`config.mk`:
```
export PLATFORM = sky130hd
export DESIGN_NAME = fifo_mac_reader
export DESIGN_NICKNAME = d
export VERILOG_FILES = /design/src/rtl/fifo_mac_pkg.sv /design/src/rtl/fifo_mac_reader_mac_unit.sv /design/src/rtl/fifo_mac_reader.sv
export SDC_FILE = /design/constraint.sdc
export NUM_CORES = 1
export LEC_CHECK = 0
export CAP_MARGIN = 25
export CORE_ASPECT_RATIO = 0.5
export CORE_MARGIN = 1
export CORE_UTILIZATION = 35
export CTS_CLUSTER_DIAMETER = 30
export CTS_CLUSTER_SIZE = 25
export DETAILED_ROUTE_END_ITERATION = 10
export GPL_TIMING_DRIVEN = 0
export PLACE_DENSITY = 0.68
export SYNTH_ARGS = -nofsm -noshare
export SYNTH_HDL_FRONTEND = slang
export SYNTH_SLANG_ARGS = --single-unit
```
`constraint.sdc`:
```
create_clock -name rclk -period 4.7 [get_ports rclk]
set_input_delay 0.47 -clock rclk [delete_from_list [all_inputs] [get_ports rclk]]
set_output_delay 0.47 -clock rclk [all_outputs]
set_load 0.05 [all_outputs]
```
`src/rtl/fifo_mac_pkg.sv`:
```
`default_nettype none
// ============================================================================
// fifo_mac_pkg : shared types and width helpers for the FIFO MAC reader
// Revision     : 1.0
// ============================================================================
package fifo_mac_pkg;

    typedef enum logic [0:0] {
        ST_RUN = 1'b0,
        ST_OUT = 1'b1
    } state_t;

    // Wide enough that TAPS full-scale products can be summed without overflow.
    function automatic int calc_acc_w(input int width, input int coef_w, input int taps);
        return width + coef_w + $clog2(taps);
    endfunction

    // Counter width that can hold the value TAPS itself.
    function automatic int calc_cnt_w(input int taps);
        return $clog2(taps + 1);
    endfunction

endpackage
`default_nettype wire

```
`src/rtl/fifo_mac_reader_mac_unit.sv`:
```
`default_nettype none
// ============================================================================
// mac_unit : registered unsigned multiply-accumulate, clear has priority
// Revision : 1.0
// ============================================================================
module mac_unit
    import fifo_mac_pkg::*;
#(
    parameter int WIDTH  = 4,
    parameter int COEF_W = 4,
    parameter int TAPS   = 4,
    parameter int ACC_W  = calc_acc_w(WIDTH, COEF_W, TAPS)
) (
    input  logic              rclk,
    input  logic              reset,
    input  logic              clr,
    input  logic              en,
    input  logic [WIDTH-1:0]  a,
    input  logic [COEF_W-1:0] b,
    output logic [ACC_W-1:0]  acc
);

    localparam int c_PROD_W = WIDTH + COEF_W;

    logic [c_PROD_W-1:0] w_prod;
    logic [ACC_W-1:0]    w_prod_ext;
    logic [ACC_W-1:0]    r_acc;

    assign w_prod     = {{COEF_W{1'b0}}, a} * {{WIDTH{1'b0}}, b};
    assign w_prod_ext = ACC_W'(w_prod);

    always_ff @(posedge rclk) begin
        if (!reset || clr) begin
            r_acc <= '0;
        end else if (en) begin
            r_acc <= r_acc + w_prod_ext;
        end
    end

    assign acc = r_acc;

endmodule
`default_nettype wire

```
`src/rtl/fifo_mac_reader.sv`:
```
`default_nettype none
// ============================================================================
// fifo_mac_reader : pops TAPS samples per frame from a FIFO read port and
//                   presents the coefficient-weighted sum on valid/ready
// Revision        : 1.0
// ============================================================================
module fifo_mac_reader
    import fifo_mac_pkg::*;
#(
    parameter int WIDTH  = 4,
    parameter int COEF_W = 4,
    parameter int TAPS   = 4,
    parameter int ACC_W  = calc_acc_w(WIDTH, COEF_W, TAPS)
) (
    input  logic                   rclk,
    input  logic                   reset,
    input  logic                   enable,
    input  logic [TAPS*COEF_W-1:0] coef,
    input  logic                   empty,
    input  logic [WIDTH-1:0]       rd_data,
    output logic                   rd_en,
    output logic [ACC_W-1:0]       out_data,
    output logic                   out_valid,
    input  logic                   out_ready
);

    localparam int                 c_CNT_W = calc_cnt_w(TAPS);
    localparam logic [c_CNT_W-1:0] c_TAPS  = c_CNT_W'(TAPS);
    localparam logic [c_CNT_W-1:0] c_LAST  = c_CNT_W'(TAPS - 1);
    localparam logic [c_CNT_W-1:0] c_ONE   = c_CNT_W'(1);

    state_t              r_state;
    state_t              w_state_nxt;
    logic [c_CNT_W-1:0]  r_issued;
    logic [c_CNT_W-1:0]  r_received;
    logic                r_dvalid;
    logic                r_out_valid;
    logic                w_rd_en;
    logic                w_accept;
    logic                w_last;
    logic [COEF_W-1:0]   w_coef_sel;
    logic [COEF_W-1:0]   w_coef_tap [TAPS];
    logic [ACC_W-1:0]    w_acc;

    generate
        for (genvar gi = 0; gi < TAPS; gi++) begin : g_coef
            assign w_coef_tap[gi] = coef[gi*COEF_W +: COEF_W];
        end
    endgenerate

    always_comb begin
        w_coef_sel = '0;
        for (int i = 0; i < TAPS; i++) begin
            if (r_received == c_CNT_W'(i)) begin
                w_coef_sel = w_coef_tap[i];
            end
        end
    end

    // rd_data arrives one cycle after each pop, so r_dvalid gates accumulation.
    always_comb begin
        w_state_nxt = r_state;
        w_rd_en     = 1'b0;
        w_accept    = 1'b0;
        w_last      = r_dvalid && (r_received == c_LAST);
        case (r_state)
            ST_RUN: begin
                w_rd_en = enable && !empty && (r_issued < c_TAPS);
                if (w_last) begin
                    w_state_nxt = ST_OUT;
                end
            end
            ST_OUT: begin
                w_accept = r_out_valid && out_ready;
                if (w_accept) begin
                    w_state_nxt = ST_RUN;
                end
            end
            default: w_state_nxt = ST_RUN;
        endcase
    end

    always_ff @(posedge rclk) begin
        if (!reset) begin
            r_state     <= ST_RUN;
            r_issued    <= '0;
            r_received  <= '0;
            r_dvalid    <= 1'b0;
            r_out_valid <= 1'b0;
        end else begin
            r_state  <= w_state_nxt;
            r_dvalid <= w_rd_en;
            if (w_accept) begin
                r_issued    <= '0;
                r_received  <= '0;
                r_out_valid <= 1'b0;
            end else begin
                if (w_rd_en) begin
                    r_issued <= r_issued + c_ONE;
                end
                if (r_dvalid && (r_received < c_TAPS)) begin
                    r_received <= r_received + c_ONE;
                end
                if (w_last) begin
                    r_out_valid <= 1'b1;
                end
            end
        end
    end

    mac_unit #(
        .WIDTH  (WIDTH),
        .COEF_W (COEF_W),
        .TAPS   (TAPS),
        .ACC_W  (ACC_W)
    ) u_mac (
        .rclk  (rclk),
        .reset (reset),
        .clr   (w_accept),
        .en    (r_dvalid),
        .a     (rd_data),
        .b     (w_coef_sel),
        .acc   (w_acc)
    );

    // The accumulator holds the final sum for the whole OUT state.
    assign rd_en     = w_rd_en;
    assign out_valid = r_out_valid;
    assign out_data  = r_out_valid ? w_acc : '0;

endmodule
`default_nettype wire

```
Word-level counts from Yosys, hierarchy flattened --
Index checks and enable logic that the tools add are counted.
Storage, ports and cells: flip-flop bits (word level) 19, input bits 25, output and inout bits 12
Cells by class: add/sub/neg operators 3, reductions and logical operators 10, $lt $le $gt $ge 2, eq/ne operators 3, muxes and demuxes 10, multiply operators 1, bitwise operators 2
Operators with widths (count):
- 4-bit 2-to-1 mux | 4
- 10-bit by 8-bit adder with 10-bit output | 1
- 10-bit 2-to-1 mux | 1
- 4-bit by 4-bit multiplier with 8-bit output | 1
- 3-bit by 1-bit adder with 3-bit output (second input constant) | 2
- 3-bit by 2-bit equality test with 1-bit output (second input constant) | 2
- 3-bit < comparator (second input constant) | 2
- 1-bit logical AND | 5
- 1-bit 2-to-1 mux | 4
- 3-bit by 1-bit equality test with 1-bit output (second input constant) | 1
- 3-bit zero test | 1
- 1-bit zero test | 2
- 1-bit inverter | 2
- 1-bit case mux with 2 select lines | 1
- 2-bit OR reduction | 1
- 1-bit logical OR | 1

Depth between registers and ports, before layout --
depth after elaboration 7, gate-level depth with buffers 19, gate-level depth less buffers 19

Cells and area by module --
Synthesis repeated with hierarchy kept, for this count alone.
Second synthesis, totals: cells, all modules 200, area total of the unflattened synthesis 1721.7 µm²
Modules (own cells, without submodules):
- mac_unit | seq. area each 200.2 µm², area each 1137.3 µm², times used 1, cells an instance 130
- fifo_mac_reader | seq. area each 180.2 µm², area each 584.3 µm², times used 1, cells an instance 70

Worst setup path after synthesis --
OpenSTA, ideal clock, no wires.
path kind register to register, start register r_received[1], end register u_mac.r_acc[7], in the netlist u_mac.acc[7], cell stages (with the launch flop) 18, arrival time 4.267 ns, setup slack 0.316 ns, clock period less this slack 4.384 ns, path buffers 0, path through dfxtp_1 inv_1 ha_1 and3b_1 a21oi_1 o21ai_1 a22oi_1 nand2b_1 fa_1 fa_1 fa_1 inv_1 ha_1 nor2b_4 o31a_1 o21a_1 or3_1 a32o_1
Between the ends: word-level cells in the longest chain between the ends 7, elaborated cells between the ends (all ways) 10, those cells by class add/sub (1); mul (1); eq/ne (3); mux (4); reduce/logical (1)
Ends and longest elaborated chain:
- from (decl) | RTL line fifo_mac_reader.sv:35 | logic [c_CNT_W-1:0] r_received;
- from (signal assigned) | RTL line fifo_mac_reader.sv:102 | r_received <= r_received + c_ONE;
- 3-bit zero test | RTL line fifo_mac_reader.sv:54 | if (r_received == c_CNT_W'(i)) begin
- 4-bit 2-to-1 mux (3 in series) | RTL line fifo_mac_reader.sv:54
- 4-bit 2-to-1 mux * | RTL line fifo_mac_reader.sv:54
- 4-bit by 4-bit multiplier with 8-bit output * | RTL line fifo_mac_reader_mac_unit.sv:29 | assign w_prod = {{COEF_W{1'b0}}, a} * {{WIDTH{1'b0}}, b};
- 10-bit by 8-bit adder with 10-bit output * | RTL line fifo_mac_reader_mac_unit.sv:36 | r_acc <= r_acc + w_prod_ext;
- to (signal assigned) | RTL line fifo_mac_reader_mac_unit.sv:36
- to (decl) | RTL line fifo_mac_reader_mac_unit.sv:27 | logic [ACC_W-1:0] r_acc;
Mark *: on every way between the ends. The rest lies on a longest branch, timed or not. A chain may end at the register's enable or synchronous reset.

Final worst setup path --
start input coef[3], end register u_mac.r_acc[7], in the netlist u_mac.acc[7]
Between the ends: word-level cells in the longest chain between the ends 6
Ends and longest elaborated chain:
- from (decl) | RTL line fifo_mac_reader.sv:18 | input logic [TAPS*COEF_W-1:0] coef,
- 4-bit 2-to-1 mux (4 in series) | RTL line fifo_mac_reader.sv:54
- 4-bit by 4-bit multiplier with 8-bit output | RTL line fifo_mac_reader_mac_unit.sv:29
- 10-bit by 8-bit adder with 10-bit output | RTL line fifo_mac_reader_mac_unit.sv:36
Every way passes these cells.

==> results_dict.tcl <==
set metrics [dict create \
    netlist_area_um2 1700 \
    p_seq_share_pct 34.1 \
    antenna_found_initial 0 \
    synth_area_leaders "dfxtp_1 (22%), ha_1 (18%), fa_1 (11%)" \
    drv_slew 0 \
    drive_gt1_share_pct 10.6 \
    p_clk_share_pct 23.1 \
    fin_tns_setup_ps 0 \
    dieWidth_um 101 \
    clkSinkCount 19 \
    avgRoutedWirePerCell_um 11.2 \
    synth_cell_types 35 \
    utilization_pct 50.8 \
    grtUsageTotal_pct 15.3 \
    via_count 1459 \
    synth_top_area_share_pct 22.3 \
    slowest_stage "fa_1" \
    grt_pass1_wl_um 6240 \
    initial_utilization_pct 37.6 \
    worst_path_largest_cell_delay_ps 570 \
    diodes 0 \
    timing.rr.end "u_mac.acc[7]$_SDFFE_PP0P_" \
    hp-class "register to register" \
    viasPerCell 4.69 \
    die_h_um 51.3 \
    internal_power_mw 0.341 \
    area_growth_pct 35.1 \
    ys_warn_count 0 \
    relSlewSlack_pct 58.5 \
    switching_share_pct 32.8 \
    first_pass_iters 4 \
    worstSetupPathType "input port to register" \
    reg2reg_from "r_received[0]$_SDFFE_PP0P_" \
    io_pins 37 \
    fin_area_um2 2300 \
    first_global_vias 1430 \
    cp_cell_sequence "clkdlybuf4s50_1, and3b_1, a21oi_1, o21ai_1, a22oi_2, nand2b_1, fa_1, fa_1, fa_1, inv_1, ha_4, nor2b_4, o31a_1, o21a_1, or3_1, a32o_1" \
    place.gp.congestion 0.792 \
    hp-start "u_mac.acc[8]$_SDFFE_PP0P_" \
    clockBufferDepth 2 \
    leakagePower_nw 0.980 \
    ant_nets 0 \
    syn_nets 258 \
    p_total_mw 0.507 \
    drcViolationCount 0 \
    worst-slew-pin-transition_ps 620 \
    synth_top_cell_by_area "dfxtp_1" \
    synth-edff-count 0 \
    hpwl_um 2850 \
    core_area_um2 4530 \
    maxCapViolCount 0 \
    critPathMaxFanout 4 \
    finalHoldViolCount 0 \
    syn_inst 200 \
    min_period_over_period_pct 93.6 \
    worstSkewPairLatency_ps 260 \
    synth_ff_type "dfxtp_1" \
    avgSynthCellArea_um2 8.51 \
    switching_power_mw 0.166 \
    hold_depth 1 \
    tritoncts "yes" \
    fin_ws_ps 299 \
    critPathCaptureType "register" \
    cts_made_buffers 3 \
    fill_cells 431 \
    grt_max_degree 13 \
    synth-seq-cells 19 \
    fin_worst_skew_ps 2.99 \
    async_reset_ff_share_pct 0 \
    grt_overflow 0 \
    min_to "u_mac.acc[8]$_SDFFE_PP0P_" \
    crit_top_cell "fa_1" \
    worstRegToRegCells 17 \
    ys_seq_area_share_pct 22.3 \
    routed_wl_um 3480 \
    die-area_um2 5170 \
    cp.arrival_ps 4550 \
    drt_iter0_markers 39 \
    rows 17 \
    reg2reg_slack_ps 300 \
    dp_slack_ps -182 \
    combPwrFrac_pct 42.8 \
    ys_top_cells_by_count "ha_1 (24), inv_1 (24), dfxtp_1 (19), nor2_1 (19)" \
    status "complete, no violations" \
    rsz0062_at_grt "no" \
    power_density_nw_per_um2 220 \
    clkTransAtPathRegs_ps 70 \
    setup_viol 0 \
    cts_root_buffer "clkbuf_8" \
    htreeDepth 1 \
    max_freq_mhz 227 \
    cp-start-kind "input port" \
    fin_crit_ps 4400 \
    peakVddDrop_v 0.000106 \
    fin_nets 304 \
    required_ps 4850 \
    placed_area_um2 2150 \
    port_buffers 36 \
]
-- kinds of logic (layout without fill, tap and decap cells) --
family          after synthesis  after routing  share of synthesized area, %
xor+xnor                      5              5                          2.57
flops                        19             19                          22.3
buf+inv                      27             72                          5.95
simple gates                 70             70                          23.4
mux                           4              4                          2.35
fa+ha+maj                    33             33                          28.2
compound gates               42             42                          15.1
-- critical path, delay by kind of cell --
kind	cells	cell delay, ps
adder cells (fa/ha/maj)	4	1740
AO/OA/AOI/OAI	6	1040
AND/OR/NAND/NOR	4	790
buffers and inverters	2	520
-- cell type report --
| cell class | count | area (µm²) | share of cell area (%) |
|---|---|---|---|
| inverters | 24 | 90.1 | 3.92 |
| flip-flops and latches | 19 | 385 | 16.7 |
| plain buffers | 3 | 11.3 | 0.489 |
| clock inverters | 1 | 7.51 | 0.326 |
| clock buffers | 3 | 41.3 | 1.79 |
| repair buffers | 41 | 398 | 17.3 |
| multi-input cells | 154 | 1280 | 55.8 |
| well taps | 66 | 82.6 | 3.59 |
-- per-stage QoR --
step	hold WS, ps	instances
floorplan	457	200
CTS	506	306
detailed placement	491	302
global route	524	311
finish	497	311
global placement	476	302
-- state kept, by name, summed over array words and instances, names as in the netlist --
register,count
u_mac.acc,10
r_issued,3
r_received,3
out_valid,1
r_dvalid,1
r_state,1
-- cell usage in the layout (no fill, tap or decap), types with 9 or more instances in the layout --
cell	n
fa_1	9
nor2_1	18
a21oi_1	12
dfxtp_1	17
ha_1	20
inv_1	23
clkdlybuf4s50_1	36
nor2b_1	13
and2_1	11
-- how the worst max path moves through the flow --
stage	start	to	cells past startpoint
final	coef[3]	u_mac.acc[7]$_SDFFE_PP0P_	16
after global routing	r_received[0]$_SDFFE_PP0P_	u_mac.acc[7]$_SDFFE_PP0P_	17
after CTS	r_received[1]$_SDFFE_PP0P_	u_mac.acc[7]$_SDFFE_PP0P_	17
after detailed placement	coef[3]	u_mac.acc[7]$_SDFFE_PP0P_	16
after global placement	coef[2]	u_mac.acc[7]$_SDFFE_PP0P_	16
after floorplan	r_received[1]$_SDFFE_PP0P_	u_mac.acc[7]$_SDFFE_PP0P_	17
-- power groups by stage --
stage / sequential [mW] / combinational (mW) / clock (mW)
6_report: 0.173 / 0.217 / 0.117
5_1_grt: 0.174 / 0.252 / 0.131
4_1_cts: 0.173 / 0.203 / 0.122
3_5_place_dp: 0.176 / 0.199 / 0
3_3_place_gp: 0.176 / 0.195 / 0
2_1_floorplan: 0.175 / 0.148 / 0
-- metal layers --
metal | GRT usage (%) | vias to the layer above | part of all wire, %
li1 | - | 767 | -
met1 | 19.8 | 667 | 49
met2 | 26.6 | 19 | 46
met3 | 3.28 | 6 | 2.7
met4 | 2.90 | 0 | 1.4
met5 | 0 | - | 0
-- repair_timing --
action | in CTS | in global routing
pin swaps | 0 | 8
cloned | 0 | 0
setup endpoints to repair | 1 | 3
hold buffers | 0 | 0
setup buffers | 0 | 5
resized for setup | 4 | 12
No activity file was read; power rests on OpenSTA's default activity.
